[config.mk]
export PLATFORM = sky130hd
export DESIGN_NAME = usb_tx_ctrl
export DESIGN_NICKNAME = d
export VERILOG_FILES = /design/src/rtl/usb_tx_ctrl.sv
export SDC_FILE = /design/constraint.sdc
export NUM_CORES = 1
export LEC_CHECK = 0
export CORE_MARGIN = 3
export CORE_UTILIZATION = 60
export DETAILED_ROUTE_END_ITERATION = 7
export DONT_BUFFER_PORTS = 1
export PLACE_DENSITY_LB_ADDON = 0.12
export RECOVER_POWER = 25
export SYNTH_ARGS = -nofsm -noshare
export SYNTH_HDL_FRONTEND = slang
export SYNTH_SLANG_ARGS = --single-unit
export TNS_END_PERCENT = 100
[constraint.sdc]
create_clock -name clk -period 2.35 [get_ports clk]
set_input_delay 0 -clock clk [delete_from_list [all_inputs] [get_ports clk]]
set_output_delay 0 -clock clk [all_outputs]
set_load 0.05 [all_outputs]
[src/rtl/usb_tx_ctrl.sv]
// Full-speed USB packet transmitter: SYNC, PID and FIFO data bytes sent LSB first
// with bit stuffing and NRZI onto D+/D-, closed by an SE0-SE0-J end of packet.
module usb_tx_ctrl #(
  parameter int CLKS_PER_BIT = 8,
  parameter int MAX_LEN      = 64,
  localparam int LW          = $clog2(MAX_LEN + 1),
  localparam int TW          = $clog2(CLKS_PER_BIT)
) (
  input  logic          clk,
  input  logic          rst,
  input  logic          tx_start,
  input  logic [3:0]    tx_pid,
  input  logic [LW-1:0] tx_len,
  input  logic [7:0]    fifo_rdata,
  input  logic          fifo_empty,
  output logic          fifo_rd,
  output logic          d_plus,
  output logic          d_minus,
  output logic          tx_busy,
  output logic          tx_done,
  output logic          tx_err
);

  localparam logic [2:0] S_IDLE    = 3'd0;
  localparam logic [2:0] S_SYNC    = 3'd1;
  localparam logic [2:0] S_PID     = 3'd2;
  localparam logic [2:0] S_DATA    = 3'd3;
  localparam logic [2:0] S_EOP_SE0 = 3'd4;
  localparam logic [2:0] S_EOP_J   = 3'd5;

  logic [2:0]    state_q, state_d;
  logic [TW-1:0] timer_q, timer_d;
  logic [7:0]    sr_q, sr_d;
  logic [2:0]    bit_idx_q, bit_idx_d;
  logic [2:0]    ones_q, ones_d;
  logic          level_q, level_d;
  logic          se0_q, se0_d;
  logic [3:0]    pid_q, pid_d;
  logic [LW-1:0] rem_q, rem_d;
  logic          err_q, err_d;

  logic          bit_end;
  logic          send_bit;
  logic          bit_val;

  assign bit_end = (timer_q == TW'(CLKS_PER_BIT - 1));

  always_comb begin
    // NOTE: every signal gets a default here so no path through the case infers a latch.
    state_d   = state_q;
    timer_d   = timer_q;
    sr_d      = sr_q;
    bit_idx_d = bit_idx_q;
    ones_d    = ones_q;
    level_d   = level_q;
    se0_d     = se0_q;
    pid_d     = pid_q;
    rem_d     = rem_q;
    err_d     = err_q;
    fifo_rd   = 1'b0;
    tx_done   = 1'b0;
    send_bit  = 1'b0;
    bit_val   = 1'b0;

    if (state_q != S_IDLE) timer_d = bit_end ? '0 : timer_q + 1'b1;

    case (state_q)
      S_IDLE: begin
        if (tx_start) begin
          state_d   = S_SYNC;
          timer_d   = '0;
          pid_d     = tx_pid;
          rem_d     = tx_len;
          err_d     = 1'b0;
          sr_d      = 8'h80;
          bit_idx_d = 3'd0;
          send_bit  = 1'b1;
          bit_val   = 1'b0;
        end
      end

      // The byte-load decision takes no bit time, so it lives on the last
      // boundary of the preceding byte rather than in a state of its own.
      S_SYNC, S_PID, S_DATA: begin
        if (bit_end) begin
          if (ones_q == 3'd6) begin
            send_bit = 1'b1;
            bit_val  = 1'b0;
          end else if (bit_idx_q != 3'd7) begin
            sr_d      = {1'b0, sr_q[7:1]};
            bit_idx_d = bit_idx_q + 1'b1;
            send_bit  = 1'b1;
            bit_val   = sr_q[1];
          end else if (state_q == S_SYNC) begin
            state_d   = S_PID;
            sr_d      = {~pid_q, pid_q};
            bit_idx_d = 3'd0;
            send_bit  = 1'b1;
            bit_val   = pid_q[0];
          end else if (rem_q == '0) begin
            state_d   = S_EOP_SE0;
            se0_d     = 1'b1;
            bit_idx_d = 3'd0;
          end else if (fifo_empty) begin
            err_d     = 1'b1;
            state_d   = S_EOP_SE0;
            se0_d     = 1'b1;
            bit_idx_d = 3'd0;
          end else begin
            fifo_rd   = 1'b1;
            rem_d     = rem_q - 1'b1;
            state_d   = S_DATA;
            sr_d      = fifo_rdata;
            bit_idx_d = 3'd0;
            send_bit  = 1'b1;
            bit_val   = fifo_rdata[0];
          end
        end
      end

      S_EOP_SE0: begin
        if (bit_end) begin
          if (bit_idx_q == 3'd0) begin
            bit_idx_d = 3'd1;
          end else begin
            state_d = S_EOP_J;
            se0_d   = 1'b0;
            level_d = 1'b1;
          end
        end
      end

      S_EOP_J: begin
        if (bit_end) begin
          tx_done = 1'b1;
          state_d = S_IDLE;
        end
      end

      default: state_d = S_IDLE;
    endcase

    // NRZI plus ones counting; stuffed zeros flow through here like any other 0.
    if (send_bit) begin
      if (bit_val) begin
        ones_d = ones_q + 3'd1;
      end else begin
        ones_d  = 3'd0;
        level_d = ~level_q;
      end
    end
  end

  always_ff @(posedge clk) begin
    // NOTE: non-blocking assignments keep every flop sampling pre-edge values.
    if (rst) begin
      state_q   <= S_IDLE;
      timer_q   <= '0;
      sr_q      <= '0;
      bit_idx_q <= '0;
      ones_q    <= '0;
      level_q   <= 1'b1;
      se0_q     <= 1'b0;
      pid_q     <= '0;
      rem_q     <= '0;
      err_q     <= 1'b0;
    end else begin
      state_q   <= state_d;
      timer_q   <= timer_d;
      sr_q      <= sr_d;
      bit_idx_q <= bit_idx_d;
      ones_q    <= ones_d;
      level_q   <= level_d;
      se0_q     <= se0_d;
      pid_q     <= pid_d;
      rem_q     <= rem_d;
      err_q     <= err_d;
    end
  end

  assign d_plus  = ~se0_q & level_q;
  assign d_minus = ~se0_q & ~level_q;
  assign tx_busy = (state_q != S_IDLE);
  assign tx_err  = err_q;

endmodule
Word-level counts from Yosys, hierarchy flattened

Index checks and enable logic that the tools add are counted.

Flip-flop bits (word level): 34
Latch bits: 0
RAM bits: 0
Memory bits (read-only): 0
Bits of input ports: 23
Output and inout port bits: 6
Logic and storage cells: 139
Memories kept: 0

Add/sub/neg operators: 4
$mul: 0
Divide/modulo/power cells: 0
Order comparisons: 0
Equality and inequality tests: 23
Shift operators: 0
Mux-type cells: 82
Bitwise operators: 5
Reductions and logical operators: 15

Operators with widths:

| operator                                                               | count |
|---|---|
| 3-bit 2-to-1 mux                                                       | 21 |
| 8-bit 2-to-1 mux                                                       | 7 |
| 7-bit 2-to-1 mux                                                       | 7 |
| 1-bit 2-to-1 mux                                                       | 40 |
| 2-bit inequality test (second input constant)                          | 12 |
| 8-bit AND reduction                                                    | 3 |
| 8-bit case mux with 2 select lines                                     | 1 |
| 7-bit case mux with 2 select lines                                     | 1 |
| 3-bit equality test (second input constant)                            | 4 |
| 3-bit case mux with 4 select lines                                     | 1 |
| 6-bit AND reduction                                                    | 2 |
| 3-bit by 1-bit adder with 3-bit output (second input constant)         | 3 |
| 3-bit case mux with 3 select lines                                     | 1 |
| 4-bit inequality test (second input constant)                          | 2 |
| 7-bit zero test                                                        | 1 |
| 7-bit AND reduction                                                    | 1 |
| 7-bit by 1-bit subtractor with 7-bit output (second input constant)    | 1 |
| 3-bit by 2-bit equality test with 1-bit output (second input constant) | 2 |
| 3-bit zero test                                                        | 2 |
| 3-bit inequality test (second input constant)                          | 2 |
| 1-bit case mux with 2 select lines                                     | 3 |
| 3-bit nonzero test                                                     | 2 |
| 4-bit NOT                                                              | 1 |
| 2-bit nonzero test                                                     | 2 |
| other kinds (5)                                                        | 7 |

Depth between registers and ports, before layout

Gate-level depths: netlist of the first run.

Word-level depth: 9
Gate-level depth with buffers: 9
Gate-level depth less buffers: 7

Worst setup path before layout of the first run

No wires, ideal clock.

Path type: reg-to-output
Start: reg state_q[2]
End: out fifo_rd
Arrival: 2.083 ns
Data required time: 2.350 ns
Path slack: 0.267 ns
Stages on the path, launching flop included: 6
Buffers on the path: 2
Cell sequence: dfxtp_1 > buf_2 > o21ba_2 > clkbuf_1 > nand2_1 > nor3_1

Word-level cells in the longest chain between the ends: 6

Ends and longest elaborated chain:

| item                                           | line   | text |
|---|---|---|
| start: declaration                             | 31     | `logic [2:0] state_q, state_d;` |
| start signal: assignment                       | 168    | `state_q <= state_d;` |
| 3-bit by 1-bit equality test with 1-bit output | 67, 94 |  |
| 1-bit 2-to-1 mux                               | 94     | `end else if (state_q == S_SYNC) begin` |
| 1-bit 2-to-1 mux                               | 89     | `end else if (bit_idx_q != 3'd7) begin` |
| 1-bit 2-to-1 mux                               | 86     | `if (ones_q == 3'd6) begin` |
| 1-bit 2-to-1 mux                               | 85     | `if (bit_end) begin` |
| 1-bit 2-to-1 mux (*)                           | 67     | `case (state_q)` |
| end: declaration                               | 16     | `output logic fifo_rd,` |

Mark *: on every way between the ends. The rest lies on a longest branch, timed or not.

Final worst setup path of the first run

Start: reg state_q[1]
End: reg pid_q[2]

Word-level cells in the longest chain between the ends: 2

Ends and longest elaborated chain:

| item                          | line | text |
|---|---|---|
| 3-bit zero test               | 67   |  |
| 2-bit AND reduction (no line) | -    |  |
| end signal: assignment        | 175  | `pid_q <= pid_d;` |
| end: declaration              | 38   | `logic [3:0] pid_q, pid_d;` |

No other way between the ends.
A chain may end at the register's enable or synchronous reset.

==> results of run 1 <==
==> report_power, final <==
part	total [mW]	internal [mW]	switching (mW)	leakage, nW
Combinational	1.03	0.367	0.664	0.553
Sequential	0.781	0.653	0.127	0.269
Clock	0.277	0.104	0.173	0.0269
Total	2.09	1.12	0.964	0.849
==> layer usage <==
metal / global-route usage [%] / routed length [µm] / up-vias
li1: - / - / 920
met1: 35.67 / 2184 / 923
met2: 43.23 / 2421 / 65
met3: 6.678 / 402 / 7
met4: 7.278 / 49 / 0
met5: 0 / 0 / -
==> per-stage QoR <==
| stage | area, µm² | total power, mW |
|---|---|---|
| after floorplan | 2022 | 1.610 |
| after global placement | 2022 | 1.707 |
| after detailed placement | 2022 | 1.761 |
| after CTS | 2235 | 2.074 |
| after global routing | 2226 | 2.241 |
| final | 2226 | 2.089 |
==> what timing repair did <==
item	in CTS	in global routing
hold buffers	17	0
hold endpoints to repair	33	0
buffers inserted	0	0
==> worst min-delay path by stage <==
stage                        from  slack, ns        to  cells after the start
detailed placement            rst       0.08  rem_q[5]                      1
floorplan               tx_pid[0]       0.15  pid_q[0]                      2
CTS                 fifo_rdata[6]       0.02   sr_q[6]                      4
global route        fifo_rdata[4]       0.07   sr_q[4]                      4
global placement              rst       0.07  rem_q[4]                      1
finish              fifo_rdata[3]       0.02   sr_q[3]                      4
==> cells by family after synthesis <==
kind of cell | count (synthesis)
simple gates | 85
compound gates | 82
flops | 33
buf+inv | 30
fa+ha+maj | 9
mux | 5
==> area by class of cell <==
type                       count  area [µm²]
fill                         258       902.1
clock buffer                   5       37.54
inverter                      14       52.55
multi-input combinational    181        1207
tap                           44       55.05
timing repair buffer          22       207.7
sequential                    33       660.6
clock inverter                 1       5.005
==> registers in the layout, summed over array words and instances (netlist names) <==
register   cells
pid_q          4
ones_q         3
se0_q          1
tx_err         1
sr_q           7
timer_q        3
level_q        1
bit_idx_q      3
state_q        3
rem_q          7
==> layout by cell type, fill, tap and decap left out, types with 2 or more instances in the layout <==
cell type,netlist,routed
o21ai_0,7,7
a22oi_1,2,2
dfxtp_1,33,33
o2bb2ai_1,8,8
and3_1,2,2
dlygate4sd3_1,0,17
o211ai_1,3,3
o32ai_1,2,2
nor3_1,8,7
inv_1,14,14
a211oi_1,5,5
a21oi_1,26,26
a2111oi_2,2,2
clkbuf_4,0,5
a21o_1,4,4
nand2_1,23,23
buf_4,0,5
a31oi_1,3,4
nand3_1,11,11
ha_1,9,9
o21a_1,2,2
nor2_1,23,23
nand3b_1,3,3
mux2i_1,5,5
==> worst max-delay path, stage by stage (launching register included) <==
cell,delay (ns)
dfxtp_1,0.45
or2_0,0.36
nor2_1,0.45
nand3_1,0.13
dlygate4sd3_1,0.58
a21oi_1,0.12
==> results.tsv, run 1 <==
stage	metric	value	unit
synthesis	Synth Flop Type	dfxtp_1	
finish	Area Growth Syn to Fin	10.09	%
synthesis	syn avg cell area	8.287	µm²
clock_network	TritonCTS clock tree	built	
min_path	Min-Delay Path Class	in2reg	
critical_path	Critical Path RT	2.61	ns
floorplanning	Die H	64.05	µm
synthesis	synthesized net count	276	
synthesis	YS warnings	0	
global_route	initial antenna violation count	0	
critical_path	CP Data Arrival Time	2.43	ns
synthesis	Synth top area share	32.67	%
sta	slew at the pin closest to its max-slew limit	1.017	ns
synthesis	Synth Area in Compound Gates	30.51	%
detailed_routing	1st-iter DRT viols	175	
placed_design	DP Worst Slack	0.3555	ns
synthesis	mux contribution to synthesized area	2.475	%
detailed_routing	Routed Antenna Nets	0	
critical_path	FF-to-FF path depth	5	
finish	Ant. Diodes	0	
synthesis	Synth Area in XOR/XNOR	0	%
finish	Final Non-Filler Cells	300	
global_route	GRT overflow	0	
synthesis	ys async rst share	0	%
placed_design	routability-driven placement congestion ratio	0.8745	
finish	layout cells sized above 1	10.55	%
floorplanning	Core Box Area	0.003128	mm²
critical_path	startpoint types	register	
synthesis	Area contributors post-synth	dfxtp_1 33%, a21oi_1 6.4%, ha_1 5.6%	
global_route	vias in the first global route	1886	
sta	hold_ws	0.02176	ns
clock_network	Skew-Pair Late Insertion Delay	0.33	ns
synthesis	largest family of logic cells by synthesized area	compound AO/OA/AOI/OAI gates	
detailed_routing	DRC viols	0	
clock_network	clock buffer depth	2	
synthesis	Post-synth EDFFs	0	
status	status	complete, no violations	
detailed_routing	routed len/inst	16.86	µm
power_and_ir_drop	Leakage	0.8493	nW
finish	post-layout util	71.16	%
detailed_routing	Vias/cell	6.383	
sta	Final Hold Vio Count	0	
floorplanning	die width	64.05	µm
synthesis	register area share after synthesis	32.67	%
sta	part of the cycle the worst path needs	92.42	%
detailed_routing	total number of vias	1915	
sta	Slew HR	31.97	%
sta	Clock Skew	0.007405	ns
placed_design	port bufs	0	
power_and_ir_drop	worst vdd ir	810.7	µV
critical_path	Worst R2R End	pid_q[2]	
critical_path	CP Capture Point	pid_q[2]	
clock_network	CTS buffer count	5	
placed_design	HPWL Detailed	3647	µm
clock_network	clock sinks	33	
clock_network	Clock Tree Root	clkbuf_4	
critical_path	worst-path maximum fanout	12	
sta	crit path time final	2.172	ns
sta	max frequency	460.4	MHz
critical_path	Setup crit start	state_q[1]	
detailed_routing	TritonRoute pass-1 iters	4	
clock_network	Worst-path clk slew	0.09	ns
finish	final net count	289	
floorplanning	row count	20	
global_route	first-pass GRT wire length	8763	µm
synthesis	Cell Area, Synth	0.002022	mm²
critical_path	RR Startpoint	state_q[1]	
critical_path	Setup crit end kind	register	
floorplanning	Die Area	0.004102	mm²
clock_network	post-CTS sizing	0	
placed_design	Post-Place Cells	277	
synthesis	Post-synth top cells	33 x dfxtp_1, 26 x a21oi_1, 23 x nand2_1, 23 x nor2_1, 14 x inv_1	
run	Max Cap Viol	0	
floorplanning	Initial Util	64.64	%
global_route	largest net degree at the start of global routing	26	
sta	Setup TNS Final	0	ns
sta	setup violators final	0	
synthesis	post-synthesis adder-cell area fraction	5.569	%
detailed_routing	Routed WL	5058	µm
synthesis	register bit count reported by yosys	33	
sta	Slew Limit Fails	0	
critical_path	reg-to-reg slack, setup	0.18	ns
synthesis	count leader, synth	dfxtp_1	
sta	Setup WS post-layout	0.1782	ns
floorplanning	I/O pins	29	
global_route	GRT Util Overall	26.88	%
synthesis	Synth Area in Simple Gates	21.35	%
power_and_ir_drop	PwrDens	938.4	mW/mm²
sta	RSZ-0062 raised after global routing	no	
clock_network	# H-tree levels	2	
critical_path	WS Path Type	reg2reg	
synthesis	post-synth top area cell	dfxtp_1	
synthesis	Syn Inst Count	244	
synthesis	Yosys cell types	59	
No activity file was read; power rests on OpenSTA's default activity.
==> inputs of run 2 (changes only) <==
--- a/config.mk
+++ b/config.mk
@@ -11,6 +11,7 @@
 export DONT_BUFFER_PORTS = 1
 export PLACE_DENSITY_LB_ADDON = 0.12
 export RECOVER_POWER = 25
+export SETUP_SLACK_MARGIN = 0.3
 export SYNTH_ARGS = -nofsm -noshare
 export SYNTH_HDL_FRONTEND = slang
 export SYNTH_SLANG_ARGS = --single-unit
==> results.tsv, run 2 (synthesized netlist as in run 1, its figures left out) <==
stage	metric	value	unit
critical_path	WS Path Type	reg2reg	
run	Max Cap Viol	0	
critical_path	Critical Path Slowest Stage Cell	dfxtp_1	
power_and_ir_drop	PwrDens	962.7	mW/mm²
global_route	GRT overflow	0	
placed_design	Post-Place Cells	276	
detailed_routing	Routed WL	5040	µm
placed_design	HPWL Detailed	3371	µm
floorplanning	row count	20	
power_and_ir_drop	Clock Power Share	16.2	%
clock_network	clock buffer depth	2	
detailed_routing	DRC viols	0	
finish	post-layout util	74.56	%
sta	max frequency	487.4	MHz
critical_path	Setup crit end kind	register	
placed_design	port bufs	0	
clock_network	# H-tree levels	2	
finish	fill count	240	
critical_path	Critical Path RT	2.57	ns
finish	finished layout cell area	0.002332	mm²
critical_path	FF-to-FF path depth	5	
power_and_ir_drop	Sw Ratio	44.79	%
critical_path	WP buf/inv	0	
clock_network	CTS buffer count	5	
global_route	largest net degree at the start of global routing	26	
finish	most common cell after layout, fill and taps aside	dfxtp_1	
sta	setup violators final	0	
global_route	GRT Util Overall	25.61	%
floorplanning	Die H	64.05	µm
critical_path	startpoint types	register	
critical_path	family with the most delay on the worst path	compound AO/OA/AOI/OAI gates	
sta	Clock Skew	0.009485	ns
sta	Setup WS post-layout	0.2984	ns
detailed_routing	TritonRoute pass-1 iters	4	
floorplanning	I/O pins	29	
critical_path	reg-to-reg slack, setup	0.30	ns
critical_path	CP Data Arrival Time	2.27	ns
critical_path	crit-path cells	or2_0 > a31oi_2 > a311oi_2 > nor2_2 > o2bb2ai_1	
finish	layout cells sized above 1	14.67	%
placed_design	DP Worst Slack	0.3230	ns
global_route	vias in the first global route	1812	
detailed_routing	routed len/inst	16.63	µm
power_and_ir_drop	internal cell power	1.240	mW
detailed_routing	1st-iter DRT viols	146	
global_route	initial antenna violation count	0	
critical_path	Worst R2R End	sr_q[4]	
finish	Final Non-Filler Cells	303	
finish	Ant. Diodes	0	
sta	RSZ-0062 raised after global routing	yes	
floorplanning	die width	64.05	µm
power_and_ir_drop	Logic pwr share	48.6	%
floorplanning	Die Area	0.004102	mm²
placed_design	placed inst area	0.002014	mm²
finish	final net count	290	
clock_network	Clock Tree Root	clkbuf_4	
clock_network	Skew-Pair Late Insertion Delay	0.33	ns
critical_path	RR Startpoint	state_q[1]	
global_route	first-pass GRT wire length	8362	µm
min_path	Hold Path Sink	tx_err	
floorplanning	Initial Util	64.64	%
placed_design	routability-driven placement congestion ratio	0.8393	
critical_path	max incr delay on CP	0.65	ns
power_and_ir_drop	worst vdd ir	610.1	µV
detailed_routing	Routed Antenna Nets	0	
min_path	Min-Delay Path Class	in2reg	
clock_network	TritonCTS clock tree	built	
sta	crit path time final	2.052	ns
sta	Final Hold Vio Count	0	
floorplanning	Core Box Area	0.003128	mm²
power_and_ir_drop	net switching power	1.006	mW
critical_path	worst-path maximum fanout	12	
clock_network	Worst-path clk slew	0.10	ns
sta	slew at the pin closest to its max-slew limit	1.078	ns
power_and_ir_drop	Leakage	0.8931	nW
finish	most frequent cells in the layout	33 x dfxtp_1, 26 x a21oi_1, 23 x nor2_1, 23 x nand2_1, 17 x dlygate4sd3_1	
sta	Slew Limit Fails	0	
clock_network	clock sinks	33	
sta	Setup TNS Final	0	ns
finish	Area Growth Syn to Fin	15.35	%
finish	Regs by FF count	rem_q x7, sr_q x7, pid_q x4	
sta	part of the cycle the worst path needs	87.30	%
status	status	complete, no violations	
min_path	hold depth	3	
critical_path	logic depth of the worst path, buffers included	5	
min_path	hold path start	fifo_empty	
sta	Slew HR	27.93	%
detailed_routing	total number of vias	1889	
detailed_routing	Vias/cell	6.234	
power_and_ir_drop	sequential share of power	35.2	%
==> run 2: changes by cell type in the layout (fill, tap and decap cells not counted), sizes merged <==
cell | previous run | this run
clkinvlp | 0 | 1
clkbuf | 5 | 7
buf | 5 | 6
inv | 14 | 13
==> run 2: stage by stage <==
stage / power (mW) / hold WS (ns)
after floorplan: 1.611 / 0.1475
after global placement: 1.693 / 0.07316
after detailed placement: 1.741 / 0.07413
after CTS: 2.141 / 0.008690
after global routing: 2.396 / 0.03272
final: 2.245 / 0.01837
==> run 2: metal layers <==
metal / vias up / track usage [%] / part of all wire, %
met1: 874 / 32.64 / 43
met2: 84 / 42.45 / 48
met3: 12 / 6.854 / 7.9
li1: 919 / - / -
met5: - / 0 / 0
met4: 0 / 6.739 / 1.2
==> run 2: power by group through the flow <==
stage	logic [mW]	registers (mW)	clock network [mW]
6_report	1.09	0.790	0.363
5_1_grt	1.19	0.806	0.398
4_1_cts	0.988	0.777	0.376
3_5_place_dp	0.954	0.787	0
3_3_place_gp	0.916	0.777	0
2_1_floorplan	0.878	0.733	0
==> run 2: timing repair <==
action / CTS / global route
hold endpoints to repair: 33 / 0
hold buffers: 17 / 0
gates resized for setup: 0 / 11
endpoints found under the setup margin: 0 / 22
setup buffers: 0 / 2
==> run 2: layout make-up <==
cell class	instances	area (µm²)	share of cell area (%)
well taps	44	55.05	2.361
multi-input cells	181	1259	53.97
flip-flops and latches	33	660.6	28.33
clock buffers	7	65.06	2.790
repair buffers	23	231.5	9.925
clock inverters	1	5.005	0.2146
inverters	14	56.30	2.414
==> run 2: worst min-delay path: cells and delay by family <==
kind             cells  cell delay [ns]
AND/OR/NAND/NOR      1             0.13
AO/OA/AOI/OAI        2             0.19
==> run 2: worst max path at each step <==
stage	slack (ns)	end	from
6_report	0.30	sr_q[4]	state_q[1]
5_1_grt	0.16	tx_busy	state_q[1]
4_1_cts	0.31	rem_q[0]	rem_q[0]
3_5_place_dp	0.32	rem_q[0]	rem_q[0]
3_3_place_gp	0.43	rem_q[0]	rem_q[0]
2_1_floorplan	0.61	ones_q[2]	timer_q[0]
==> inputs of run 3 (changes only) <==
--- a/config.mk
+++ b/config.mk
@@ -6,11 +6,12 @@
 export NUM_CORES = 1
 export LEC_CHECK = 0
 export CORE_MARGIN = 3
-export CORE_UTILIZATION = 60
+export CORE_UTILIZATION = 55
 export DETAILED_ROUTE_END_ITERATION = 7
 export DONT_BUFFER_PORTS = 1
 export PLACE_DENSITY_LB_ADDON = 0.12
 export RECOVER_POWER = 25
+export REMOVE_ABC_BUFFERS = 1
 export SETUP_SLACK_MARGIN = 0.3
 export SYNTH_ARGS = -nofsm -noshare
 export SYNTH_HDL_FRONTEND = slang
==> results.tsv, run 3 (synthesized netlist as in run 1, its figures left out) <==
stage	metric	value	unit
status	status	complete, no violations	
floorplanning	I/O pins	29	
finish	most frequent cells in the layout	32 x dfxtp_1, 26 x a21oi_1, 23 x nor2_1, 23 x nand2_1, 14 x inv_1	
placed_design	DP Worst Slack	0.3079	ns
detailed_routing	Routed WL	4894	µm
sta	Clock Skew	0.006110	ns
clock_network	# H-tree levels	2	
critical_path	CP Capture Point	bit_idx_q[1]	
clock_network	clock sinks	33	
finish	layout cells sized above 1	14.40	%
finish	Ant. Diodes	0	
floorplanning	Die H	66.63	µm
finish	most common cell after layout, fill and taps aside	dfxtp_1	
detailed_routing	DRC viols	0	
floorplanning	Core Box Area	0.003442	mm²
critical_path	RR Startpoint	state_q[1]	
sta	max frequency	472.5	MHz
finish	finished layout cell area	0.002292	mm²
sta	Setup WS post-layout	0.2337	ns
detailed_routing	Vias/cell	6.310	
min_path	hold depth	2	
sta	Setup TNS Final	0	ns
sta	Slew HR	39.11	%
clock_network	TritonCTS clock tree	built	
sta	Slew Limit Fails	0	
floorplanning	Die Area	0.004440	mm²
power_and_ir_drop	PwrDens	1003	mW/mm²
placed_design	placed inst area	0.002032	mm²
clock_network	Clock Tree Root	clkbuf_8	
floorplanning	die width	66.63	µm
clock_network	Skew-Pair Late Insertion Delay	0.28	ns
finish	Area Growth Syn to Fin	13.37	%
critical_path	reg-to-reg slack, setup	0.23	ns
global_route	initial antenna violation count	0	
detailed_routing	routed len/inst	16.15	µm
global_route	first-pass GRT wire length	7645	µm
sta	slew at the pin closest to its max-slew limit	0.9103	ns
critical_path	worst-path maximum fanout	12	
finish	Regs by FF count	rem_q x7, sr_q x7, pid_q x4	
power_and_ir_drop	worst vdd ir	509.3	µV
global_route	GRT Util Overall	22.33	%
detailed_routing	TritonRoute pass-1 iters	4	
detailed_routing	Routed Antenna Nets	0	
critical_path	CP Data Arrival Time	2.29	ns
clock_network	CTS buffer count	5	
placed_design	port bufs	0	
critical_path	Critical Path RT	2.52	ns
placed_design	HPWL Detailed	3387	µm
global_route	GRT overflow	0	
finish	fill count	273	
sta	RSZ-0062 raised after global routing	yes	
critical_path	Setup crit start	state_q[1]	
critical_path	Worst R2R End	bit_idx_q[1]	
floorplanning	Initial Util	58.74	%
placed_design	routability-driven placement congestion ratio	0.8905	
sta	part of the cycle the worst path needs	90.05	%
critical_path	FF-to-FF path depth	5	
clock_network	Worst-path clk slew	0.06	ns
min_path	Min-Delay Path Class	in2reg	
critical_path	WS Path Type	reg2reg	
critical_path	Setup crit end kind	register	
finish	final net count	288	
clock_network	clock buffer depth	2	
floorplanning	row count	21	
sta	crit path time final	2.116	ns
detailed_routing	1st-iter DRT viols	166	
sta	Final Hold Vio Count	0	
sta	setup violators final	0	
global_route	largest net degree at the start of global routing	25	
critical_path	startpoint types	register	
run	Max Cap Viol	0	
global_route	vias in the first global route	1691	
power_and_ir_drop	Leakage	0.8796	nW
detailed_routing	total number of vias	1912	
==> run 3: area by class of cell <==
class	instances	area, µm²	area share [%]
multi-input combinational	182	1266	55.24
sequential	33	661.9	28.88
timing repair buffer	20	171.4	7.478
clock buffer	6	72.57	3.166
tap	46	57.56	2.511
inverter	14	52.55	2.293
clock inverter	2	10.01	0.4367
==> run 3: worst min path at each step <==
stage          slack, ns  startpoint           end
6_report            0.03         rst  bit_idx_q[1]
5_1_grt             0.03         rst  bit_idx_q[1]
4_1_cts             0.01         rst  bit_idx_q[1]
3_5_place_dp        0.07         rst    state_q[2]
3_3_place_gp        0.07         rst      pid_q[3]
2_1_floorplan       0.07         rst    state_q[2]
==> run 3: power by group <==
| group | switching, mW | leakage (nW) | internal, mW |
|---|---|---|---|
| Clock | 0.204 | 0.0450 | 0.205 |
| Sequential | 0.131 | 0.269 | 0.655 |
| Combinational | 0.689 | 0.565 | 0.416 |
==> run 3: worst max-delay path, cell delays in order, from the launching register on <==
cell,delay (ns)
dfxtp_1,0.46
or2_0,0.36
a31oi_1,0.57
o22ai_1,0.24
and3_1,0.23
o21a_1,0.16
==> run 3: per-layer routing <==
metal	vias to the layer above	track usage, %	share of wire [%]
met1	913	26.44	43
met4	0	7.614	1.7
li1	918	-	-
met2	71	38.49	50
met3	10	6.071	5.2
met5	-	0	0
==> run 3: timing repair <==
| action | in CTS | in global routing |
|---|---|---|
| endpoints found under the hold margin | 29 | 0 |
| gates cloned | 0 | 1 |
| pin swaps | 1 | 2 |
| buffers inserted | 3 | 1 |
| hold buffers | 10 | 0 |
| resized for setup | 0 | 9 |
| endpoints found under the setup margin | 2 | 17 |
==> run 3: stage by stage <==
step / instances / utilization [%] / power, mW / hold WS (ns)
floorplan: 228 / - / 1.528 / 0.06886
global placement: 280 / 59.03 / 1.723 / 0.07293
detailed placement: 280 / 59.03 / 1.756 / 0.07309
CTS: 301 / 64.99 / 2.223 / 0.01360
global route: 303 / 66.59 / 2.451 / 0.02955
finish: 303 / 66.59 / 2.300 / 0.03137
